==> src/rtl/hs_rx_fifo.sv <==
// Receives words over a 4-phase req/ack handshake from an async sender into a show-ahead FIFO.
// Latency: req to write/ack/out_valid is three clk_receiver edges (two-flop sync plus FSM edge).
// Backpressure: when full, ack is withheld and the word stays with the sender until a slot frees.
module hs_rx_fifo #(
    parameter int DATA_W = 4,
    parameter int DEPTH  = 4,
    localparam int AW    = $clog2(DEPTH),
    localparam int CW    = AW + 1
) (
    input  logic              clk_receiver,
    input  logic              rst_n,
    input  logic              data_req,
    input  logic [DATA_W-1:0] data_driver,
    output logic              data_ack,
    output logic              out_valid,
    input  logic              out_ready,
    output logic [DATA_W-1:0] out_data,
    output logic [CW-1:0]     fifo_cnt,
    output logic [7:0]        xfer_cnt
);

    typedef enum logic {
        IDLE = 1'b0,
        ACK  = 1'b1
    } state_t;

    localparam logic [CW-1:0] FULL_CNT = CW'(DEPTH);

    state_t            state;
    state_t            state_nxt;
    logic              req_ff1;
    logic              req_ff2;
    logic              req_s;
    logic              push;
    logic              pop;
    logic              full;
    logic [AW-1:0]     wr_ptr;
    logic [AW-1:0]     rd_ptr;
    logic [DATA_W-1:0] mem [DEPTH];

    assign req_s     = req_ff2;
    assign full      = (fifo_cnt == FULL_CNT);
    assign out_valid = (fifo_cnt != '0);
    assign pop       = out_valid & out_ready;
    assign out_data  = mem[rd_ptr];

    // data_req comes from another clock domain; only the second stage feeds control.
    always_ff @(posedge clk_receiver or negedge rst_n) begin
        if (!rst_n) begin
            req_ff1 <= 1'b0;
            req_ff2 <= 1'b0;
        end else begin
            req_ff1 <= data_req;
            req_ff2 <= req_ff1;
        end
    end

    always_ff @(posedge clk_receiver or negedge rst_n) begin
        if (!rst_n) begin
            state    <= IDLE;
            data_ack <= 1'b0;
        end else begin
            state    <= state_nxt;
            data_ack <= (state_nxt == ACK);
        end
    end

    // Full uses registered occupancy, so a pop this edge cannot open space for a push this edge.
    always_comb begin
        state_nxt = state;
        push      = 1'b0;
        case (state)
            IDLE: begin
                if (req_s && !full) begin
                    push      = 1'b1;
                    state_nxt = ACK;
                end
            end
            ACK: begin
                if (!req_s) begin
                    state_nxt = IDLE;
                end
            end
            default: state_nxt = IDLE;
        endcase
    end

    always_ff @(posedge clk_receiver or negedge rst_n) begin
        if (!rst_n) begin
            wr_ptr   <= '0;
            rd_ptr   <= '0;
            fifo_cnt <= '0;
            xfer_cnt <= '0;
        end else begin
            if (push) begin
                wr_ptr   <= wr_ptr + 1'b1;
                xfer_cnt <= xfer_cnt + 8'd1;
            end
            if (pop) begin
                rd_ptr <= rd_ptr + 1'b1;
            end
            case ({push, pop})
                2'b10:   fifo_cnt <= fifo_cnt + 1'b1;
                2'b01:   fifo_cnt <= fifo_cnt - 1'b1;
                default: fifo_cnt <= fifo_cnt;
            endcase
        end
    end

    // Storage carries no reset; stale words are unreachable once the pointers clear.
    always_ff @(posedge clk_receiver) begin
        if (push) begin
            mem[wr_ptr] <= data_driver;
        end
    end

endmodule

==> config.mk <==
export PLATFORM = sky130hd
export DESIGN_NAME = hs_rx_fifo
export DESIGN_NICKNAME = d
export VERILOG_FILES = /design/src/rtl/hs_rx_fifo.sv
export SDC_FILE = /design/constraint.sdc
export NUM_CORES = 1
export LEC_CHECK = 0
export ABC_AREA = 1
export BUFFER_PORTS_ARGS = -buffer_cell sky130_fd_sc_hd__buf_2
export CORE_UTILIZATION = 25
export CTS_CLUSTER_DIAMETER = 80
export CTS_CLUSTER_SIZE = 28
export DETAILED_ROUTE_END_ITERATION = 10
export SYNTH_ARGS = -nofsm -noshare
export SYNTH_HDL_FRONTEND = slang
export SYNTH_SLANG_ARGS = --single-unit
==> constraint.sdc <==
create_clock -name clk_receiver -period 3.9 [get_ports clk_receiver]
set_clock_uncertainty 0.2 [all_clocks]
set_input_delay 0.39 -clock clk_receiver [delete_from_list [all_inputs] [get_ports clk_receiver]]
set_output_delay 0.39 -clock clk_receiver [all_outputs]
set_load 0.005 [all_outputs]
==> results, run 1 <==
- The total number of vias is 1035.
- In this run the remaining antenna-violating nets after routing total 0.
- The biggest cell delay along the critical path is 420 ps.
- The via count of the first global-routing pass is 976.
- The number of DRC violations after detailed routing is 0.
- The HPWL after detailed placement is approximately 2.0 mm.
- In this run the worst hold path is classified as input pin to flip-flop.
- The initial DRC count is 27.
- The number of buffers added to fix hold violations after cts is 1.
- The post-CTS setup-driven buffer insertion count is 0.
- For the pin with the worst max-slew slack, the measured transition is ~450 ps.
- In this run the clock root is driven by a clkbuf_8.
- After detailed routing, the average wire length per cell comes to 10.8 um.
- The ratio of cells with drive above 1 in the final layout is 0.217.
- The core outline area is approximately 6000 sq um.
- Relative to the synthesized area, the layout overhead comes to 20.2%.
- The worst path required time is 3900 ps.
- The die covers 6510 sq um.
- The final layout contains routed wiring with a total length of about 2.7 mm.
- The post-cts repair resize count is 0.
- Across the run, the number of max-cap violations was 0.
- The height of the die is around 81 um.
- The worst setup path is launched from a flip-flop.
- The mux cell area share after synthesis is 0.
- The hold-critical path depth is 1.
- Setup repair after global routing left no endpoint under its margin.
- The routed metal-1 wirelength is about 1.2 mm.
- The detail-routed via count per cell is a little over 4.
- The proportion of power drawn by combinational gates is 0.333.
- The number of max-slew violations in the final report is 0.
- The net switching component of the power is around 460 uW.
- The data arrival time of the critical path is 2340 ps.
- Routability-driven placement finished with a final weighted congestion of a little under 0.8.
- The slowest stage of the critical path is the dfrtp_1 cell.
- Before antenna repair, the detailed router went through 4 iterations.
- Clock-pin slew was measured on the worst setup and hold paths at around 70 ps.
- The worst path in the final design needs a cycle of about 2300 ps, including I/O delays and setup.
- The number of cells on the worst reg-to-reg path is 9.
- The simple logic cell fraction of the synthesized area is 0.153.
- Along the worst path, the maximum fanout reaches 11.
- The number of synthesis warnings is 0.
- Input and output buffers added on the ports amount to 24.
- The die is 80.7 um wide.
- The number of top-level design ports is 25.
- The effective utilization at floorplan is 0.260.
- The standard-cell row count is 28.
- The met2 routed wirelength is 1.37 mm.
- The distinct cell type count after synthesis is 23.
- The synthesized area divided by synthesized cell count is approximately 11 sq um.
- The net count of the finished layout is 189.
- The clock sink count is 34.
- STA classifies the critical path endpoint as a flip-flop.
- For this run the aggregate overflow at the end of global routing stands at 0.
- The number of placed instances, taps included, is between 200 and 250.
- Of the total power, the share spent switching nets is 0.353.
- The clock network fraction of design power is 0.236.
- The longest clock path from root to sink contains 2 buffers.
- The parity-gate share of the synthesized area counting xor and xnor cells is 0.0549.
- The global router's overall resource usage is 0.0969.
- 0 antenna diodes ended up in the layout.
- The maximum achievable frequency is roughly 0.43 GHz.
- Adding up every negative setup slack in the final design gives 0 ps.
- The largest family of logic cells by synthesized area is simple AND/OR/NAND/NOR gates.
- Setup slack closes at between 1500 and 2000 ps.
- The type of the worst setup path is flip-flop to flip-flop.
- The synthesized netlist occupies a cell area of about 1500 sq um.
- The count of endpoints failing hold in the final timing report is 0.
- The met3 layer wire length in the routed design is around 120 um.
- Counting flops and latches in the post-synthesis netlist gives 34.
- TritonCTS built the clock tree.
- Of the synthesized area, sequential elements account for 0.601.
- The worst hold slack is approximately 120 ps.
- Summed over all cells, the static leakage comes to roughly 0.00083 uW.
- The top routing layer in use is met4.
- The count of final setup violators is 0.
- The post-synthesis adder-cell area fraction is 0.0614.
- The first-pass GRT wire length is between 4 and 5 mm.
- The signal on the critical path passes through nor2_2, nand2_1, nand3_2, ha_1, inv_1, fa_1, or2_2, nand2_1, xor2_1.
- When the netlist entered floorplanning its net count stood at about 160.
- In this run the number of H-tree levels came out at 2.
- The area fraction in compound gates after synthesis is 0.0687.
- The final clock period utilization by the worst path is 0.598.
- Counting stages on the worst path, the most repeated cell is nand2_1.
- The maximum number of pins on one net before global-route repair is 19.
- The setup check on the worst reg-to-reg path leaves a slack of around 1600 ps.
- The post-layout instance count excluding filler cells is 250.
- The flow ran to the end, and the final reports show no timing, DRC or antenna violations.
- IR analysis of the VDD net gives a maximum drop of 0.230 mV.
- The source-to-sink clock delay at the later pin of the worst-skew pair is roughly 280 ps.
- The number of clock buffers added by TritonCTS is 5.
- The worst slew margin relative to its limit is 0.702.
- The share of total power dissipated in sequential elements is 0.431.
- Before CTS, the worst setup slack after placement is ~1600 ps.
- The internal portion of total power is 850 uW.
- The initial antenna violation count is 0.
- For this design the ratio of total power to cell area is 706 nW/um^2.
- Synthesis produced a netlist whose cell count is 144.
- The design draws roughly 1300 uW.
## cell type report
type / count / area [sq um]
inverter: 17 / 63.8
timing repair buffer: 26 / 140
clock inverter: 3 / 40.0
multi-input combinational: 90 / 524
tap: 75 / 93.8
sequential: 34 / 931
clock buffer: 5 / 68.8
fill: 629 / 4090
## final timing paths
| path | start | end |
|---|---|---|
| hold reg to reg | req_ff1 | req_ff2 |
| min in group asynchronous | rst_n | xfer_cnt[1] |
| hold / removal | data_driver[3] | mem[3][3] |
| setup / recovery | fifo_cnt[0] | fifo_cnt[2] |
| max in group asynchronous | rst_n | fifo_cnt[1] |
| setup reg to reg | fifo_cnt[0] | fifo_cnt[2] |
## flip-flops by register name (all words and copies together), names as in the netlist
signal / flops
req_ff2: 1
xfer_cnt: 8
fifo_cnt: 3
wr_ptr: 2
mem: 16
rd_ptr: 2
req_ff1: 1
state: 1
## placed cells by master (no fill, tap or decap), drive strengths merged
cell type     n
clkinv        3
o22ai         4
dlygate4sd3   2
nor2         16
fa            1
nand2        33
xnor2         4
buf          24
clkbuf        5
edfxtp       16
or2           1
nand3         5
inv          16
o21ai        12
xor2          4
bufinv        1
ha            6
dfrtp        18
nand3b        2
a21oi         2
## metal layers
metal  GRT usage  up-vias
li1            -      525
met1       0.114      491
met2       0.155       15
met3      0.0352        4
met4      0.0482        0
met5           0        -
## synthesized netlist by cell type
library cell  instances  area share
a21oi_1               1      0.0032
a21oi_4               1       0.011
buf_4                 1      0.0048
buf_6                 2       0.015
clkinv_1              1      0.0024
dfrtp_1              18        0.29
edfxtp_1             16        0.31
fa_1                  1       0.013
ha_1                  6       0.048
inv_1                16       0.039
nand2_1              33       0.080
nand3_1               4       0.013
nand3_2               1      0.0065
nand3b_1              2      0.0097
nor2_1               15       0.036
nor2_2                1      0.0040
o21ai_0              10       0.032
o21ai_1               2      0.0065
o22ai_1               4       0.016
or2_2                 1      0.0040
xnor2_1               4       0.023
xor2_1                2       0.011
xor2_2                2       0.021
## logic make-up after synthesis
| family | count (synthesis) |
|---|---|
| flip-flops | 34 |
| AND/OR/NAND/NOR | 57 |
| XOR/XNOR | 8 |
| AO/OA/AOI/OAI | 18 |
| buffers and inverters | 20 |
| adder cells (fa/ha/maj) | 7 |
## stage by stage
step	util	instance area (sq um)
after floorplan	-	1550
after global placement	0.291	1730
after detailed placement	0.291	1730
after CTS	0.311	1850
after global routing	0.313	1860
final	0.313	1860
## power by group through the flow
stage	clock, uW	sequential (uW)	combinational [uW]
floorplan	0	552	327
global placement	0	572	441
detailed placement	0	577	448
CTS	322	569	452
global route	341	582	506
finish	310	567	437
## critical path: cells and delay by family, from the launching register on
| kind | cells | cell delay (ps) |
|---|---|---|
| flip-flops | 1 | 420 |
| adder cells (fa/ha/maj) | 2 | 570 |
| AND/OR/NAND/NOR | 5 | 850 |
| buffers and inverters | 1 | 70 |
| XOR/XNOR | 1 | 150 |
Note: power is estimated with default switching activity, not from simulation.
==> run 2, diff against run 1 <==
- ABC_AREA: 1 -> 0
- clock period: 3.9 -> 2.1 ns (I/O delays scaled with it)
==> run 2 against run 1 <==
Final area increased by 2.5%. Global-route usage rose by 0.32 points. Sequential power increased by 87%. Hold slack better by 40 ps. Via count fell by 15%. Register-to-register slack worse by 1500 ps. Core utilization up 3.0 points. Critical path type unchanged. Highest routed layer unchanged.
==> results, run 2 <==
- The flow ran to the end, and the final reports show no timing, DRC or antenna violations.
- The count of buffers from port buffering is 24.
- The number of top-level design ports is 25.
- At the end of the flow the core is filled with cells to 0.342.
- For the pin with the worst max-slew slack, the measured transition is approximately 400 ps.
- The startpoint identified for the worst hold timing path is req_ff1.
- The placed cell count is 191.
- The layout overhead on the synthesized area is 30.0%.
- The maximum vdd ir drop is a little under 0.3 mV.
- The leakage power figure is 0.000829 uW.
- The placed standard-cell area is ~1700 sq um.
- By instance count, the leading cell after synthesis is dfrtp_1.
- The first-pass GRT wire length is about 4.7 mm.
- The synthesized netlist net count is 108.
- edfxtp_1 takes more of the synthesized area than any other cell.
- The count of endpoints failing hold in the final timing report was 0.
- The final critical path time including I/O delays and setup is approximately 2000 ps.
- The register with the most flip-flops in the layout has 16 of them.
- The final clock period utilization by the worst path is 0.952.
- Using the TritonRoute via totals, the vias-per-cell ratio works out to roughly 4.2.
- The startpoint identified for the worst register-to-register timing path is fifo_cnt[1].
- The register with the most flip-flops in the final layout is mem.
- The first detailed-routing pass took 4 iterations.
- The Yosys step of the flow raised 0 warnings.
- The type of the worst setup path is flip-flop to flip-flop.
- The most common flop cell mapped by yosys is dfrtp_1.
- The post-layout instance count excluding filler cells is roughly 210.
- The footprint of the multi-input gates is 515 sq um.
- The effective utilization at floorplan is 0.263.
- The standard-cell row count is 27.
- The storage element area is 932 sq um.
- The mapped netlist covers 1470 sq um.
- Headroom to the max-slew limit came out at 0.727.
- Setup repair after global routing left no endpoint under its margin.
- Power spread over the standard cell area amounts to between 1000 and 1500 nW/um^2.
- On the final layout, the worst hold slack is between 150 and 200 ps.
- The share of synthesized area in the top cell type comes to 0.327.
- The CTS clock-pin slew for the worst setup and hold paths is roughly 60 ps.
- By count the netlist is led by dfrtp_1 (18), edfxtp_1 (16), xor2_1 (10).
- The tree is rooted in a clkbuf_8.
- The maximum number of pins on one net before global-route repair is 19.
- The top cell types in the final layout, fill and taps aside, are buf_2 (24), dfrtp_1 (17), edfxtp_1 (16).
- The library cell used most frequently in the layout, excluding fill and tap cells, is buf_2.
- Along the worst path, the maximum fanout reaches 4.
- The detailed router finished its first iteration with 39 violations.
- TritonCTS built the clock tree.
- The HPWL after detailed placement is 1.98 mm.
- The H-tree was split into 2 levels.
- Synthesis produced a netlist whose cell count is just over 90.
- The setup slack at placement is roughly 44 ps.
- The number of diodes is 0.
- Setup violations remaining at the end of the flow were counted as 0.
- STA classifies the critical path endpoint as a flip-flop.
- The clock sink count is 34.
- The maximum achievable frequency is 0.500 GHz.
- The final layout contains routed wiring with a total length of ~2.7 mm.
- The placer's final routability congestion estimate is between 0.8 and 0.9.
- After filler insertion, the fill cell instance count of the layout stands at between 500 and 600.
- The kind of start point of the critical path is a flip-flop.
- Across all setup checks in the final design, the least slack found is about 100 ps.
- The distinct cell type count after synthesis is 26.
- The start point of the critical path is fifo_cnt[1].
- The number of DRC violations after detailed routing is 0.
- At the worst endpoint, the arrival time is approximately 2000 ps.
- By area the synthesized netlist is led by edfxtp_1 (33%), dfrtp_1 (31%), mux4_2 (6.1%).
- Across the run, the number of max-cap violations was 0.
- The class of the most critical hold timing path is flip-flop to flip-flop.
- In the final layout, the share of cells above drive strength 1 is 0.393.
- Of the synthesized area, sequential elements account for 0.634.
- The die is 78.6 um wide.
- Counting flops with an async set or reset pin after synthesis yields a share of 0.529.
- The number of synthesized register bits is 34.
- No sink is reached through more buffers than the 2 on the longest clock path.
- The number of max-slew violations in the final report is 0.
- The worst path required time is between 2000 and 2500 ps.
- After synthesis, the mean cell area works out to between 15 and 20 sq um.
- Summed over all layers, the global routing overflow is 0.
- In this run the standard cell core region covers around 5600 sq um.
- The height of the die is ~80 um.
- The via count of the first global-routing pass is a little over 900.
- The total die area is approximately 6200 sq um.
- The detail-routed net length per standard cell is 12.9 um.
- After routing the design area is between 1500 and 2000 sq um.
- In the final layout, the registers with the most flip-flops are mem x16, xfer_cnt x8, fifo_cnt x3.
- The number of buffers created by CTS is 5.
- In the global route stage, overall resource usage came out at 0.100.
- Counting flops with a built-in enable in the synthesized netlist gives 16.
- The source-to-sink clock delay at the later pin of the worst-skew pair is 280 ps.
- At the end of the flow, the number of nets in the layout was ~150.
- The total number of vias is 881.
- The count of nets left with antenna violations once routing finished came out at 0.
- The initial antenna violation count is 0.
[run 2: changes by cell type after synthesis, sizes merged, moves of 3 or more]
cell and delta:
xor2 +6, and2 +4, nor2 -14, o22ai -4, nand2 -30, o21ai -12, nor4 +3, nand3 -3
mux4 +4, inv -9
[run 2: where the power goes]
group          internal, uW  switching, uW  total [uW]
registers               874            184        1060
clock network           227            216         444
logic                   507            385         892
[run 2: kinds of logic after synthesis]
family	synth area share
fa+ha+maj	0.0648
simple gates	0.0989
buf+inv	0.0247
flops	0.634
compound gates	0.0111
mux	0.0887
xor+xnor	0.0776
[run 2: final cells by class]
| type | instances | area share |
|---|---|---|
| flip-flops and latches | 34 | 0.489 |
| multi-input cells | 50 | 0.270 |
| repair buffers | 41 | 0.138 |
| well taps | 72 | 0.0472 |
| clock buffers | 6 | 0.0380 |
| inverters | 7 | 0.0138 |
| clock inverters | 2 | 0.00459 |
[run 2: path summary, 6_finish.rpt]
check / to / slack [ps] / cells after the start
setup / recovery: fifo_cnt[1] / 100 / 6
max in group asynchronous: fifo_cnt[0] / 1200 / 2
hold / removal: req_ff2 / 160 / 0
setup reg to reg: fifo_cnt[1] / 100 / 6
hold reg to reg: req_ff2 / 160 / 0
min in group asynchronous: xfer_cnt[3] / 190 / 2
[run 2: timing repair]
action	CTS	global route
hold endpoints to repair	35	0
buffers inserted	0	7
resized for setup	0	3
endpoints found under the setup margin	0	2
hold buffers	6	0
[run 2: worst max-delay path, stage by stage (launching register included)]
cell     delay (ps)
dfrtp_1         410
buf_4           160
o31a_1          340
ha_4            180
inv_2            40
fa_2            420
mux2i_1         170
[run 2: per-stage QoR]
stage,TNS [ps],power (uW)
6_report,0,2390
5_1_grt,0,2550
4_1_cts,0,2320
3_5_place_dp,0,1870
3_3_place_gp,0,1800
2_1_floorplan,-77.8,1540
[run 2: layer usage]
metal | track usage | wire (um) | vias to the layer above | part of all wire
li1 | - | - | 419 | -
met1 | 0.111 | 1130 | 440 | 0.41
met2 | 0.174 | 1450 | 15 | 0.53
met3 | 0.0256 | 85 | 7 | 0.031
met4 | 0.0556 | 64 | 0 | 0.023
met5 | 0 | 0 | - | 0
==> run 3, diff against run 2 <==
- CORE_UTILIZATION: 25 -> 49
- PLACE_DENSITY: default -> 0.74
- clock period: 2.1 -> 1.7 ns (I/O delays scaled with it)
==> run 3 against run 2 <==
The run now ends with design-rule violations, negative setup slack left. Critical path type unchanged. Global-route usage up 7.4 points. Sequential share of layout area is 0.72 points higher. Largest power group unchanged. Sequential power increased by 22%. Sequential cell count did not move. Core utilization increased by 33 points. Routed wire length shrank 8.1%. Combinational power up 37%. Highest routed layer unchanged. Maximum frequency shrank 2.6%. Largest cell class unchanged.
==> results, run 3 (synthesis gave the netlist of run 2 again) <==
- The CTS clock-pin slew for the worst setup and hold paths is 110 ps.
- The initial antenna violation count is 0.
- Of the total power, combinational logic draws 0.417.
- The total number of vias is 878.
- The first TritonRoute pass finished after 7 iterations.
- The placed standard-cell area is around 1700 sq um.
- The net switching component of the power is approximately 970 uW.
- Headroom to the max-slew limit came out at 0.727.
- The maximum fanout along the worst path is 2.
- The tool flagged a number of max-cap violations equal to 0.
- The number of diodes is 0.
- The worst flop-to-flop path startpoint is fifo_cnt[0].
- Of the total power, the share spent switching nets is 0.331.
- The first global-routing pass estimated just under 4 mm of wire.
- The flow ran to the end, but the final reports show violations.
- The global router's overall resource usage is 0.174.
- The number of max-slew violations in the final report is 0.
- The worst setup path is captured at a flip-flop.
- The maximum achievable frequency is around 0.49 GHz.
- At the worst endpoint, the required time is between 1500 and 2000 ps.
- The final clock period utilization by the worst path is 1.21.
- The smallest clock period supported by the final layout is computed as roughly 2100 ps.
- The floorplan step defined a die boundary enclosing around 3200 sq um.
- The start point of the critical path is fifo_cnt[0].
- The total overflow left after global routing is 0.
- After detailed routing, the number of remaining DRC violations is 6.
- The number of fillers in the final layout is between 200 and 250.
- The effective utilization at floorplan is 0.523.
- The number of cells on the worst reg-to-reg path is 9.
- The core outline area is approximately 2800 sq um.
- The count of nets left with antenna violations once routing finished came out at 0.
- The top cell types in the final layout, fill and taps aside, are buf_2 (24), dfrtp_1 (16), edfxtp_1 (16).
- The number of buffers created by CTS is 5.
- After layout, the worst setup slack is -354 ps.
- The reg-to-reg endpoint is fifo_cnt[2].
- Of the total power, the clock network draws 0.141.
- For this block, the initial DRC count from the detailed router was 44.
- Setup repair after global routing could not meet its margin everywhere.
- The detail-routed net length per standard cell is 14.4 um.
- In this run the register-to-register setup slack is -350 ps.
- The depth of the CTS H-tree is 2.
- The count of endpoints failing hold in the final timing report is 0.
- The internal portion of total power is approximately 2000 uW.
- Setup violations remaining at the end of the flow were counted as 7.
- The largest register by flop count is mem.
- The ratio of cells with drive above 1 in the final layout is 0.448.
- Final hold analysis gives a worst-case slack of 85.2 ps.
- The height of the die is 56.7 um.
- For the pin with the worst max-slew slack, the measured transition is about 410 ps.
- VDD sags by at most about 0.75 mV.
- The total power divided by cell area is roughly 1500 nW/um^2.
- The standard-cell row count is 19.
- The largest registers in the layout are mem x16, xfer_cnt x8, fifo_cnt x3.
- Clock latency on the worst-skew pair, taken at its later pin, is around 330 ps.
- The final non-filler cell area is between 1500 and 2000 sq um.
- The tree built by TritonCTS fans out to 34 sinks.
- The setup slack at placement is -342 ps.
- The via count of the first global-routing pass came to approximately 850.
- The count of buffers added on input and output ports is 24.
- The worst setup path is of the flip-flop to flip-flop kind.
- Summed over all cells, the static leakage comes to approximately 0.00084 uW.
- The worst-case clock buffer depth is 2.
- The detail-routed via count per cell is ~5.
- Data arrives at the worst endpoint at 2110 ps.
- The register with the most flip-flops in the layout has 16 of them.
- The number of top-level design ports is 25.
- The sequential share of power is 0.442.
- The aggregate routed wire length is around 2.5 mm.
- The buffer cell driving the clock tree root is clkbuf_4.
- The kind of start point of the critical path is a flip-flop.
- Routability-driven placement finished with a final weighted congestion of ~0.74.
- Leaving out fill and tap cells, the most frequent cell in the layout is buf_2.
- The overall die width is roughly 57 um.
- The layout overhead on the synthesized area is 28.3%.
- Once detailed placement completed, the half-perimeter wirelength came to approximately 1.7 mm.
- The final core utilization is 0.671.
- At the end of the flow, the number of nets in the layout was 157.
- The TritonCTS clock tree is yes.
- The checks that failed: design-rule violations, negative setup slack.
- The worst hold path belongs to the class input pin to async pin.
- Entering global routing, the biggest net connects 19 pins.
run 3: cell types whose count changed in the layout (fill, tap and decap cells not counted), moves of 2 or more:
cell,delta
clkbuf_4,+5
clkbuf_8,-5
buf_6,+4
and2_1,-3
and2_2,+3
clkbuf_1,+2
run 3: per-layer routing:
metal / vias to the layer above / global-route usage / wire length, um / share of wire
li1: 424 / - / - / -
met1: 423 / 0.231 / 1140 / 0.45
met2: 25 / 0.257 / 1230 / 0.49
met3: 6 / 0.0553 / 108 / 0.043
met4: 0 / 0.0941 / 38 / 0.015
met5: - / 0 / 0 / 0
run 3: worst max path at each step:
stage                  endpoint  slack [ps]  depth (start not counted)
floorplan           fifo_cnt[2]        -470                          9
global placement    fifo_cnt[1]        -240                          6
detailed placement  fifo_cnt[2]        -340                          9
CTS                 fifo_cnt[1]        -340                          6
global route        fifo_cnt[2]        -440                          9
finish              fifo_cnt[2]        -350                          9
run 3: worst max-delay path, cell delays in order, from the launching register on:
cell and delay [ps]:
dfrtp_2 440, nor3b_4 260, nor2_4 50, inv_2 70, ha_4 130, inv_2 30, fa_2 320, xor2_1 150
nor2_1 150, xor2_1 170
run 3: area by class of cell:
type	count	area, sq um	area share
Multi-Input combinational cell	50	536	0.284
Inverter	7	26.3	0.0140
Timing Repair Buffer	44	300	0.159
Sequential cell	34	933	0.496
Clock buffer	8	48.8	0.0259
Tap cell	31	38.8	0.0206
run 3: repair_timing:
action	in CTS	in global routing
hold buffers	6	0
endpoints found under the setup margin	7	21
buffers inserted	3	1
hold endpoints to repair	35	0
gates resized for setup	6	7
pin swaps	5	1
run 3: power groups by stage:
stage	Sequential (uW)	Clock [uW]	Combinational, uW
final	1290	410	1220
after global routing	1330	457	1330
after CTS	1290	421	1180
after detailed placement	1310	0	1080
after global placement	1290	0	1010
after floorplan	1270	0	630
run 3: metrics by stage:
stage / power [uW] / TNS, ps / cells
3_5_place_dp: 2380 / -647 / 157
2_1_floorplan: 1900 / -835 / 93
3_3_place_gp: 2300 / -479 / 157
6_report: 2920 / -1210 / 174
5_1_grt: 3120 / -1720 / 174
4_1_cts: 2900 / -1340 / 174
